**config.mk**
```make
export PLATFORM = sky130hd
export DESIGN_NAME = fsk_link_framer
export DESIGN_NICKNAME = d
export VERILOG_FILES = /design/src/rtl/fsk_link_framer_pkg.sv /design/src/rtl/fsk_tx_serializer.sv /design/src/rtl/fsk_link_framer.sv
export SDC_FILE = /design/constraint.sdc
export NUM_CORES = 1
export LEC_CHECK = 0
export CAP_MARGIN = 15
export CORE_MARGIN = 2
export CORE_UTILIZATION = 50
export CTS_CLUSTER_DIAMETER = 120
export CTS_CLUSTER_SIZE = 8
export DETAILED_ROUTE_END_ITERATION = 10
export PLACE_DENSITY = 0.69
export SETUP_SLACK_MARGIN = 0.1
export SYNTH_ARGS = -nofsm -noshare
export SYNTH_HDL_FRONTEND = slang
export SYNTH_SLANG_ARGS = --single-unit
export TNS_END_PERCENT = 30
```
**constraint.sdc**
```tcl
create_clock -name quickclk -period 4.8 [get_ports quickclk]
set_input_delay 1.44 -clock quickclk [delete_from_list [all_inputs] [get_ports quickclk]]
set_output_delay 1.44 -clock quickclk [all_outputs]
set_load 0.01 [all_outputs]
```
**src/rtl/fsk_link_framer_pkg.sv**
```systemverilog
// Shared word width, default timing parameters and FSM encodings for the FSK link framer.
package fsk_link_framer_pkg;

  localparam int WORD_W           = 11;
  localparam int DEF_CLK_DIV      = 32;
  localparam int DEF_BIT_CYCLES   = 16;
  localparam int DEF_SAMPLE_PHASE = DEF_BIT_CYCLES / 2;

  typedef enum logic {
    TX_IDLE  = 1'b0,
    TX_SHIFT = 1'b1
  } tx_state_e;

  typedef enum logic {
    RX_IDLE    = 1'b0,
    RX_COLLECT = 1'b1
  } rx_state_e;

endpackage

```
**src/rtl/fsk_tx_serializer.sv**
```systemverilog
// Edge-triggered serializer: latches an 11-bit codeword and shifts it out MSB first,
// one bit per BIT_CYCLES clocks, with sending high for the whole frame.
module fsk_tx_serializer
  import fsk_link_framer_pkg::*;
#(
  parameter int BIT_CYCLES = DEF_BIT_CYCLES
) (
  input  logic              clk_i,
  input  logic              rst_i,
  input  logic [WORD_W-1:0] code_i,
  input  logic              send_i,
  output logic              codeout_o,
  output logic              sending_o
);

  localparam int PW = $clog2(BIT_CYCLES);
  localparam int BW = $clog2(WORD_W);

  tx_state_e         state_q, state_d;
  logic              send_q;
  logic [WORD_W-1:0] shreg_q, shreg_d;
  logic [PW-1:0]     cyc_q, cyc_d;
  logic [BW-1:0]     bit_q, bit_d;
  logic              codeout_q, codeout_d;
  logic              send_rise;
  logic              bit_end;
  logic              last_bit;

  assign send_rise = send_i & ~send_q;
  assign bit_end   = (cyc_q == PW'(BIT_CYCLES - 1));
  assign last_bit  = (bit_q == BW'(WORD_W - 1));

  // State and datapath registers; send_q resets high so a held send cannot start a frame
  always_ff @(posedge clk_i or posedge rst_i) begin
    if (rst_i) begin
      state_q   <= TX_IDLE;
      send_q    <= 1'b1;
      shreg_q   <= '0;
      cyc_q     <= '0;
      bit_q     <= '0;
      codeout_q <= 1'b0;
    end else begin
      state_q   <= state_d;
      send_q    <= send_i;
      shreg_q   <= shreg_d;
      cyc_q     <= cyc_d;
      bit_q     <= bit_d;
      codeout_q <= codeout_d;
    end
  end

  always_comb begin
    state_d = state_q;
    case (state_q)
      TX_IDLE: begin
        if (send_rise) state_d = TX_SHIFT;
        else           state_d = TX_IDLE;
      end
      TX_SHIFT: begin
        if (bit_end && last_bit) state_d = TX_IDLE;
        else                     state_d = TX_SHIFT;
      end
      default: state_d = TX_IDLE;
    endcase
  end

  always_comb begin
    shreg_d   = shreg_q;
    cyc_d     = cyc_q;
    bit_d     = bit_q;
    codeout_d = codeout_q;
    case (state_q)
      TX_IDLE: begin
        if (send_rise) begin
          shreg_d   = code_i;
          cyc_d     = '0;
          bit_d     = '0;
          codeout_d = code_i[WORD_W-1];
        end else begin
          codeout_d = 1'b0;
        end
      end
      TX_SHIFT: begin
        if (bit_end) begin
          cyc_d = '0;
          if (last_bit) begin
            bit_d     = '0;
            codeout_d = 1'b0;
          end else begin
            shreg_d   = {shreg_q[WORD_W-2:0], 1'b0};
            bit_d     = bit_q + BW'(1);
            codeout_d = shreg_q[WORD_W-2];
          end
        end else begin
          cyc_d = cyc_q + PW'(1);
        end
      end
      default: begin
        shreg_d   = '0;
        cyc_d     = '0;
        bit_d     = '0;
        codeout_d = 1'b0;
      end
    endcase
  end

  assign codeout_o = codeout_q;
  assign sending_o = (state_q == TX_SHIFT);

endmodule

```
**src/rtl/fsk_link_framer.sv**
```systemverilog
// FSK link framer: outclk divider, transmit serializer and a receiver that
// reassembles demodulated bits into codewords, gated by the transmit frame.
module fsk_link_framer
  import fsk_link_framer_pkg::*;
#(
  parameter int CLK_DIV      = DEF_CLK_DIV,
  parameter int BIT_CYCLES   = DEF_BIT_CYCLES,
  parameter int SAMPLE_PHASE = BIT_CYCLES / 2
) (
  input  logic              quickclk,
  input  logic              reset,
  output logic              outclk,
  input  logic [WORD_W-1:0] code,
  input  logic              send,
  output logic              codeout,
  output logic              sending,
  input  logic              decoderes,
  output logic [WORD_W-1:0] codeoutseq,
  output logic              refresh
);

  localparam int HALF = CLK_DIV / 2;
  localparam int DW   = $clog2(CLK_DIV);
  localparam int PW   = $clog2(BIT_CYCLES);
  localparam int BW   = $clog2(WORD_W);

  logic [DW-1:0] div_q;
  logic          outclk_q;

  // Half-period counter toggling outclk
  always_ff @(posedge quickclk or posedge reset) begin
    if (reset) begin
      div_q    <= '0;
      outclk_q <= 1'b0;
    end else if (div_q == DW'(HALF - 1)) begin
      div_q    <= '0;
      outclk_q <= ~outclk_q;
    end else begin
      div_q    <= div_q + DW'(1);
    end
  end

  assign outclk = outclk_q;

  fsk_tx_serializer #(
    .BIT_CYCLES (BIT_CYCLES)
  ) u_tx (
    .clk_i     (quickclk),
    .rst_i     (reset),
    .code_i    (code),
    .send_i    (send),
    .codeout_o (codeout),
    .sending_o (sending)
  );

  rx_state_e         rx_state_q, rx_state_d;
  logic [PW-1:0]     phase_q, phase_d;
  logic [BW-1:0]     cnt_q, cnt_d;
  logic [WORD_W-1:0] rxsh_q, rxsh_d;
  logic [WORD_W-1:0] seq_q, seq_d;
  logic              refresh_q, refresh_d;
  logic              sample_now;
  logic              last_sample;

  assign sample_now  = (phase_q == PW'(SAMPLE_PHASE));
  assign last_sample = (cnt_q == BW'(WORD_W - 1));

  // Receiver registers
  always_ff @(posedge quickclk or posedge reset) begin
    if (reset) begin
      rx_state_q <= RX_IDLE;
      phase_q    <= '0;
      cnt_q      <= '0;
      rxsh_q     <= '0;
      seq_q      <= '0;
      refresh_q  <= 1'b0;
    end else begin
      rx_state_q <= rx_state_d;
      phase_q    <= phase_d;
      cnt_q      <= cnt_d;
      rxsh_q     <= rxsh_d;
      seq_q      <= seq_d;
      refresh_q  <= refresh_d;
    end
  end

  always_comb begin
    rx_state_d = rx_state_q;
    case (rx_state_q)
      RX_IDLE: begin
        if (sending) rx_state_d = RX_COLLECT;
        else         rx_state_d = RX_IDLE;
      end
      RX_COLLECT: begin
        if (!sending)                       rx_state_d = RX_IDLE;
        else if (sample_now && last_sample) rx_state_d = RX_IDLE;
        else                                rx_state_d = RX_COLLECT;
      end
      default: rx_state_d = RX_IDLE;
    endcase
  end

  // A frame that ends early leaves seq_q untouched, discarding the partial word
  always_comb begin
    phase_d   = phase_q;
    cnt_d     = cnt_q;
    rxsh_d    = rxsh_q;
    seq_d     = seq_q;
    refresh_d = 1'b0;
    case (rx_state_q)
      RX_IDLE: begin
        phase_d = '0;
        cnt_d   = '0;
        if (sending) rxsh_d = '0;
        else         rxsh_d = rxsh_q;
      end
      RX_COLLECT: begin
        if (!sending) begin
          phase_d = '0;
          cnt_d   = '0;
        end else begin
          if (phase_q == PW'(BIT_CYCLES - 1)) phase_d = '0;
          else                                phase_d = phase_q + PW'(1);
          if (sample_now) begin
            rxsh_d = {rxsh_q[WORD_W-2:0], decoderes};
            if (last_sample) begin
              seq_d     = {rxsh_q[WORD_W-2:0], decoderes};
              refresh_d = 1'b1;
              cnt_d     = '0;
            end else begin
              cnt_d     = cnt_q + BW'(1);
            end
          end else begin
            rxsh_d = rxsh_q;
          end
        end
      end
      default: begin
        phase_d = '0;
        cnt_d   = '0;
        rxsh_d  = '0;
      end
    endcase
  end

  assign codeoutseq = seq_q;
  assign refresh    = refresh_q;

endmodule

```
==> results.md, run 1 <==
- Setup ws final: 2020 ps
- Post-Layout Inst Area: 0.00324 mm²
- Ratio of cells with drive above 1 in the final layout: 0.241
- Antenna Violating Nets Remaining: 0
- Synth top cells by count: dfrtp_1, mux2_2, nand3_1
- CTS Sinks: 58
- Hold Path Class: reg2reg
- Critical Path Source Type: input pin
- Hold Vio Cnt, Final: 0
- Synth Instances: 211
- Antenna Cells: 0
- Synth warn: 0
- Area Growth Syn to Fin: 20.4%
- Final setup vio count: 0
- Flop pwr share: 0.488
- Switching Share: 0.212
- Worst Path Required: 5020 ps
- Worst slew pin tran: 792 ps
- Setup Buffers After CTS: 0
- Largest area contributor in the synthesized netlist: dfrtp_1
- Number of antenna violations at the first check in global routing: 0
- Clock power frac: 0.482
- Largest net degree at the start of global routing: 40
- Vias in the first global route: 1759
- Wire per inst: 14.3 µm
- Clk root buf: clkbuf_8
- # IOs: 30
- Max VDD drop: 0.000164 V
- Global-route wire length before repair: 8.00 mm
- Initial DRT Pass Iterations: 4
- Gpl congestion: 0.746
- Syn_area_per_cell: 12.8 µm²
- Number of synthesized flops with an enable pin: 0
- Outcome: finished clean
- Crit path cell chain: clkdlybuf4s50_1 > or2b_2 > o22ai_4 > mux2_2
- Mapped Nets: 234
- Share of Yosys cell area claimed by the top area cell type: 0.530
- Switching power: 0.000215 W
- DRT iter0 DRCs: 59
- # rows: 26
- #FFs+latches synth: 58
- Most frequent cell after synthesis: dfrtp_1
- Die width: 77.4 µm
- Critical Path AT: 3000 ps
- Placed inst area: 0.00302 mm²
- Hold-fix buffers, CTS: 0
- Worst-Skew Late Latency: 340 ps
- Final Max Slew Viols: 0
- HPWL after DPL: 3.02 mm
- Int Pwr: 0.000801 W
- Vias per inst: 5.36
- Total power draw: 0.00102 W
- CP Class: in2reg
- Crit share post-route: 0.579
- Comb power frac: 0.029
- CTS tree: yes
- Slew margin rel.: 0.472
- WHS: 461 ps
- Total power per unit cell area: 314 mW/mm²
- Critical path endpoint category: flip-flop
- Number of H-tree levels: 3
- Vias: 1709
- Initial Utilization: 0.524
- Final WL: 4.55 mm
- CP peak stage delay: 490 ps
- Core area: 0.00514 mm²
- Mapped cell area: 0.00269 mm²
- # nets final: 267
- Port bufs: 29
- CP max stage cell: clkdlybuf4s50_1
- Worst-path clk slew: 70 ps
- Synth cell types: 43
- Residual DRC: 0
- Sequential area share after synthesis: 0.540
- Synth area leaders: dfrtp_1, mux2_2, mux2_4
- Top FF cell, synth: dfrtp_1
- Clock tree buffer depth: 2
- Post-cts sizing count: 0
- Min Clock Period, post-route: 2780 ps
- Async SR Flop Fraction: 1.00
- Fin Setup TNS: 0 ps
- Clk_skew: 8.20 ps
- Fmax: 360 MHz
- Total CTS buffers: 9
- Max cap viols: 0
- Gr ovfl total: 0
- Crit-path max FO: 10
- RSZ-0062 raised after global routing: no
- Die H: 77.4 µm
- Full die area: 0.00599 mm²
- Placement Setup Slack: 1650 ps
- Leak: 1.46 nW
- GR Util All Layers: 0.172
==> cell type report <==
cell class                      count  area [µm²]
Clock buffer                        9         124
Clock inverter                      7        93.8
Fill cell                         429        1900
Inverter                           10        37.5
Multi-Input combinational cell    134        1140
Sequential cell                    58        1450
Tap cell                           70        87.6
Timing Repair Buffer               31         305
==> cell usage in the layout (no fill, tap or decap), types with 2 or more instances in the layout <==
cell | synthesis | routed
dfrtp_1 | 57 | 57
clkdlybuf4s50_1 | 0 | 29
mux2_2 | 22 | 22
nand3_1 | 16 | 16
nand2_1 | 9 | 9
inv_1 | 10 | 9
a22o_1 | 9 | 9
mux2_4 | 9 | 9
clkbuf_8 | 0 | 9
ha_1 | 8 | 8
nor2_1 | 7 | 7
a21oi_1 | 6 | 6
nand4_1 | 5 | 5
xor2_1 | 4 | 4
o21ai_0 | 4 | 4
or3_1 | 2 | 2
or4_1 | 2 | 2
and3b_1 | 2 | 2
a311oi_1 | 2 | 2
a21o_1 | 2 | 2
xnor2_1 | 2 | 2
and2_1 | 2 | 2
nor3_1 | 2 | 2
mux2i_1 | 2 | 2
clkinvlp_4 | 0 | 2
bufinv_16 | 0 | 2
clkinv_2 | 0 | 2
buf_4 | 0 | 2
==> worst paths after layout <==
path | from | slack (ps) | end | cells after the start
max in group asynchronous | reset | 2480 | cnt_q[1] | 3
hold reg to reg | div_q[0] | 460 | div_q[0] | 1
setup reg to reg | u_tx.sending_o | 2660 | codeoutseq[9] | 4
hold / removal | div_q[0] | 460 | div_q[0] | 1
min in group asynchronous | reset | 1560 | div_q[1] | 2
setup / recovery | send | 2020 | u_tx.shreg_q[9] | 4
==> cell families after synthesis <==
family / share of synthesized area
adders and majority gates: 0.0372
AOI/OAI and AO/OA: 0.0800
DFF: 0.540
muxes: 0.150
buffers and inverters: 0.0367
and+or+nand+nor: 0.137
xor gates and xnor gates: 0.0195
==> per-layer routing <==
metal | vias up | GRT usage | wire length, µm
met5 | - | 0 | 0
met4 | 0 | 0.0946 | 109
met3 | 10 | 0.0570 | 179
met2 | 25 | 0.265 | 2170
met1 | 847 | 0.214 | 2100
li1 | 827 | - | -
==> power groups by stage <==
stage	combinational, W	clock [W]	sequential (W)
2_1_floorplan	0.0000142	0	0.000505
3_3_place_gp	0.0000309	0	0.000506
3_5_place_dp	0.0000311	0	0.000506
4_1_cts	0.0000312	0.000504	0.000496
5_1_grt	0.0000340	0.000524	0.000497
6_report	0.0000299	0.000490	0.000496
==> registers in the layout, summed over array words and instances, names as in the netlist <==
signal	flops
u_tx.send_q	1
u_tx.codeout_o	1
u_tx.bit_q	4
rx_state_q	1
u_tx.shreg_q	10
div_q	5
outclk	1
rxsh_q	10
u_tx.cyc_q	4
refresh	1
cnt_q	4
phase_q	4
codeoutseq	11
u_tx.sending_o	1
==> through the flow <==
step | util | std cells
after global routing | 0.630 | 319
final | 0.630 | 319
after global placement | 0.588 | 303
after CTS | 0.630 | 319
after detailed placement | 0.588 | 303
after floorplan | - | 211
==> worst max-delay path: cells and delay by family <==
family	cells	cell delay, ps
buf+inv	1	490
simple gates	1	350
compound gates	1	330
mux	1	380
Power figures use the tool's default switching activity.
==> run 2: changes to the inputs <==
==> constraint.sdc (replaced) <==
create_clock -name quickclk -period 2.6 [get_ports quickclk]
set_input_delay 0.78 -clock quickclk [delete_from_list [all_inputs] [get_ports quickclk]]
set_output_delay 0.78 -clock quickclk [all_outputs]
set_load 0.01 [all_outputs]
==> results.md, run 2 (synthesis gave the netlist of run 1 again) <==
- Critical Path AT: 2340 ps
- Port bufs: 29
- Final WL: 4.81 mm
- Crit-path leading delay family: buffers and inverters
- Wire per inst: 15.0 µm
- Worst Path Required: 2810 ps
- Fmax: 469 MHz
- Largest net degree at the start of global routing: 38
- Antenna Cells: 0
- Outcome: finished clean
- Critical path endpoint category: flip-flop
- Worst path depth: 4
- Setup slack, reg-to-reg: 570 ps
- CP max stage cell: clkdlybuf4s50_1
- Worst-path clk slew: 60 ps
- RSZ-0062 raised after global routing: no
- Hold Vio Cnt, Final: 0
- Leak: 1.46 nW
- Worst-Skew Late Latency: 330 ps
- # nets final: 268
- Total power draw: 0.00175 W
- Total power per unit cell area: 543 mW/mm²
- Initial Utilization: 0.524
- Max cap viols: 0
- Gpl congestion: 0.706
- Vias per inst: 5.32
- Setup Buffers After CTS: 0
- CTS tree: yes
- # rows: 26
- Clk root buf: clkbuf_8
- Residual DRC: 0
- Worst r2r src: phase_q[0]
- Antenna Violating Nets Remaining: 0
- Clock tree buffer depth: 2
- CP peak stage delay: 490 ps
- Crit path capture: u_tx.shreg_q[3]
- Buf/Inv on CP: 1
- Number of H-tree levels: 3
- DRT iter0 DRCs: 76
- Final Max Slew Viols: 0
- Max VDD drop: 0.000343 V
- Die width: 77.4 µm
- Max FFs per register: 11
- Area Growth Syn to Fin: 20.1%
- Slew margin rel.: 0.671
- Core area: 0.00514 mm²
- Number of antenna violations at the first check in global routing: 0
- Worst slew pin tran: 493 ps
- Final setup vio count: 0
- # IOs: 30
- Most frequent cells in the layout: dfrtp_1, clkdlybuf4s50_1, mux2_2, nand3_1, clkbuf_8
- CTS Sinks: 58
- Initial DRT Pass Iterations: 5
- Hold Path Class: reg2reg
- Full die area: 0.00599 mm²
- Finished Core Util: 0.629
- Crit path cell chain: clkdlybuf4s50_1 > or2b_2 > o22ai_4 > mux2_2
- GR Util All Layers: 0.180
- HPWL after DPL: 3.23 mm
- Gr ovfl total: 0
- Ratio of cells with drive above 1 in the final layout: 0.244
- Crit share post-route: 0.819
- Reg2Reg Capture Point: codeoutseq[7]
- Global-route wire length before repair: 8.46 mm
- Hold-fix buffers, CTS: 0
- Die H: 77.4 µm
- Critical Path Source Type: input pin
- Clk_skew: 8.77 ps
- Worst Setup SP: send
- Commonest non-fill, non-tap cell in the layout: dfrtp_1
- Post-cts sizing count: 0
- R2R cell count: 6
- CP Class: in2reg
- Crit-path max FO: 10
- Vias in the first global route: 1744
- Fin Setup TNS: 0 ps
- Total CTS buffers: 9
- Vias: 1703
- Min Clock Period, post-route: 2130 ps
-- run 2: changes by cell type in the layout (fill, tap and decap cells not counted) --
cell       previous run  this run
bufinv_16             2         0
clkbuf_8              9        12
buf_12                0         1
clkinv_4              1         0
-- run 2: power breakdown --
part           switching (W)  leakage, nW  total [W]  internal [W]
Clock               0.000359       0.0944   0.000780      0.000420
Sequential        0.00000497        0.734   0.000917      0.000912
Combinational      0.0000258        0.629  0.0000585     0.0000327
-- run 2: layout make-up --
class / count / area [µm²]
Clock buffer: 12 / 165
Tap cell: 70 / 87.6
Fill cell: 449 / 1910
Sequential cell: 58 / 1450
Multi-Input combinational cell: 134 / 1140
Inverter: 10 / 37.5
Clock inverter: 4 / 25.0
Timing Repair Buffer: 32 / 325
-- run 2: how the worst min path moves through the flow --
stage               startpoint        to  slack [ps]  cells past startpoint
global placement      div_q[0]  div_q[0]         450                      1
detailed placement      outclk    outclk         460                      1
global route            outclk    outclk         480                      1
CTS                   div_q[0]  div_q[0]         470                      1
finish                  outclk    outclk         460                      1
floorplan             div_q[0]  div_q[0]         430                      1
-- run 2: worst register-to-register path, stage by stage (launching register included) --
cell      delay, ps
dfrtp_1         420
inv_1            90
ha_1            210
nand3b_4        180
nor3b_4         430
buf_4           270
mux2_4          320
-- run 2: metal layers --
metal,wire length (µm),GRT usage,vias to the layer above,share of wire
met1,2290,0.242,841,0.48
met3,191,0.0535,7,0.040
met4,59,0.0536,0,0.012
li1,-,-,829,-
met5,0,0,-,0
met2,2270,0.285,26,0.47
-- run 2: metrics by stage --
step / instances / area, µm² / worst slack (ps) / hold WS (ps)
after floorplan: 211 / 2690 / 394 / 433
after global placement: 304 / 3040 / 140 / 450
after detailed placement: 304 / 3040 / 118 / 456
after CTS: 320 / 3230 / 461 / 469
after global routing: 320 / 3230 / 397 / 483
final: 320 / 3230 / 469 / 463
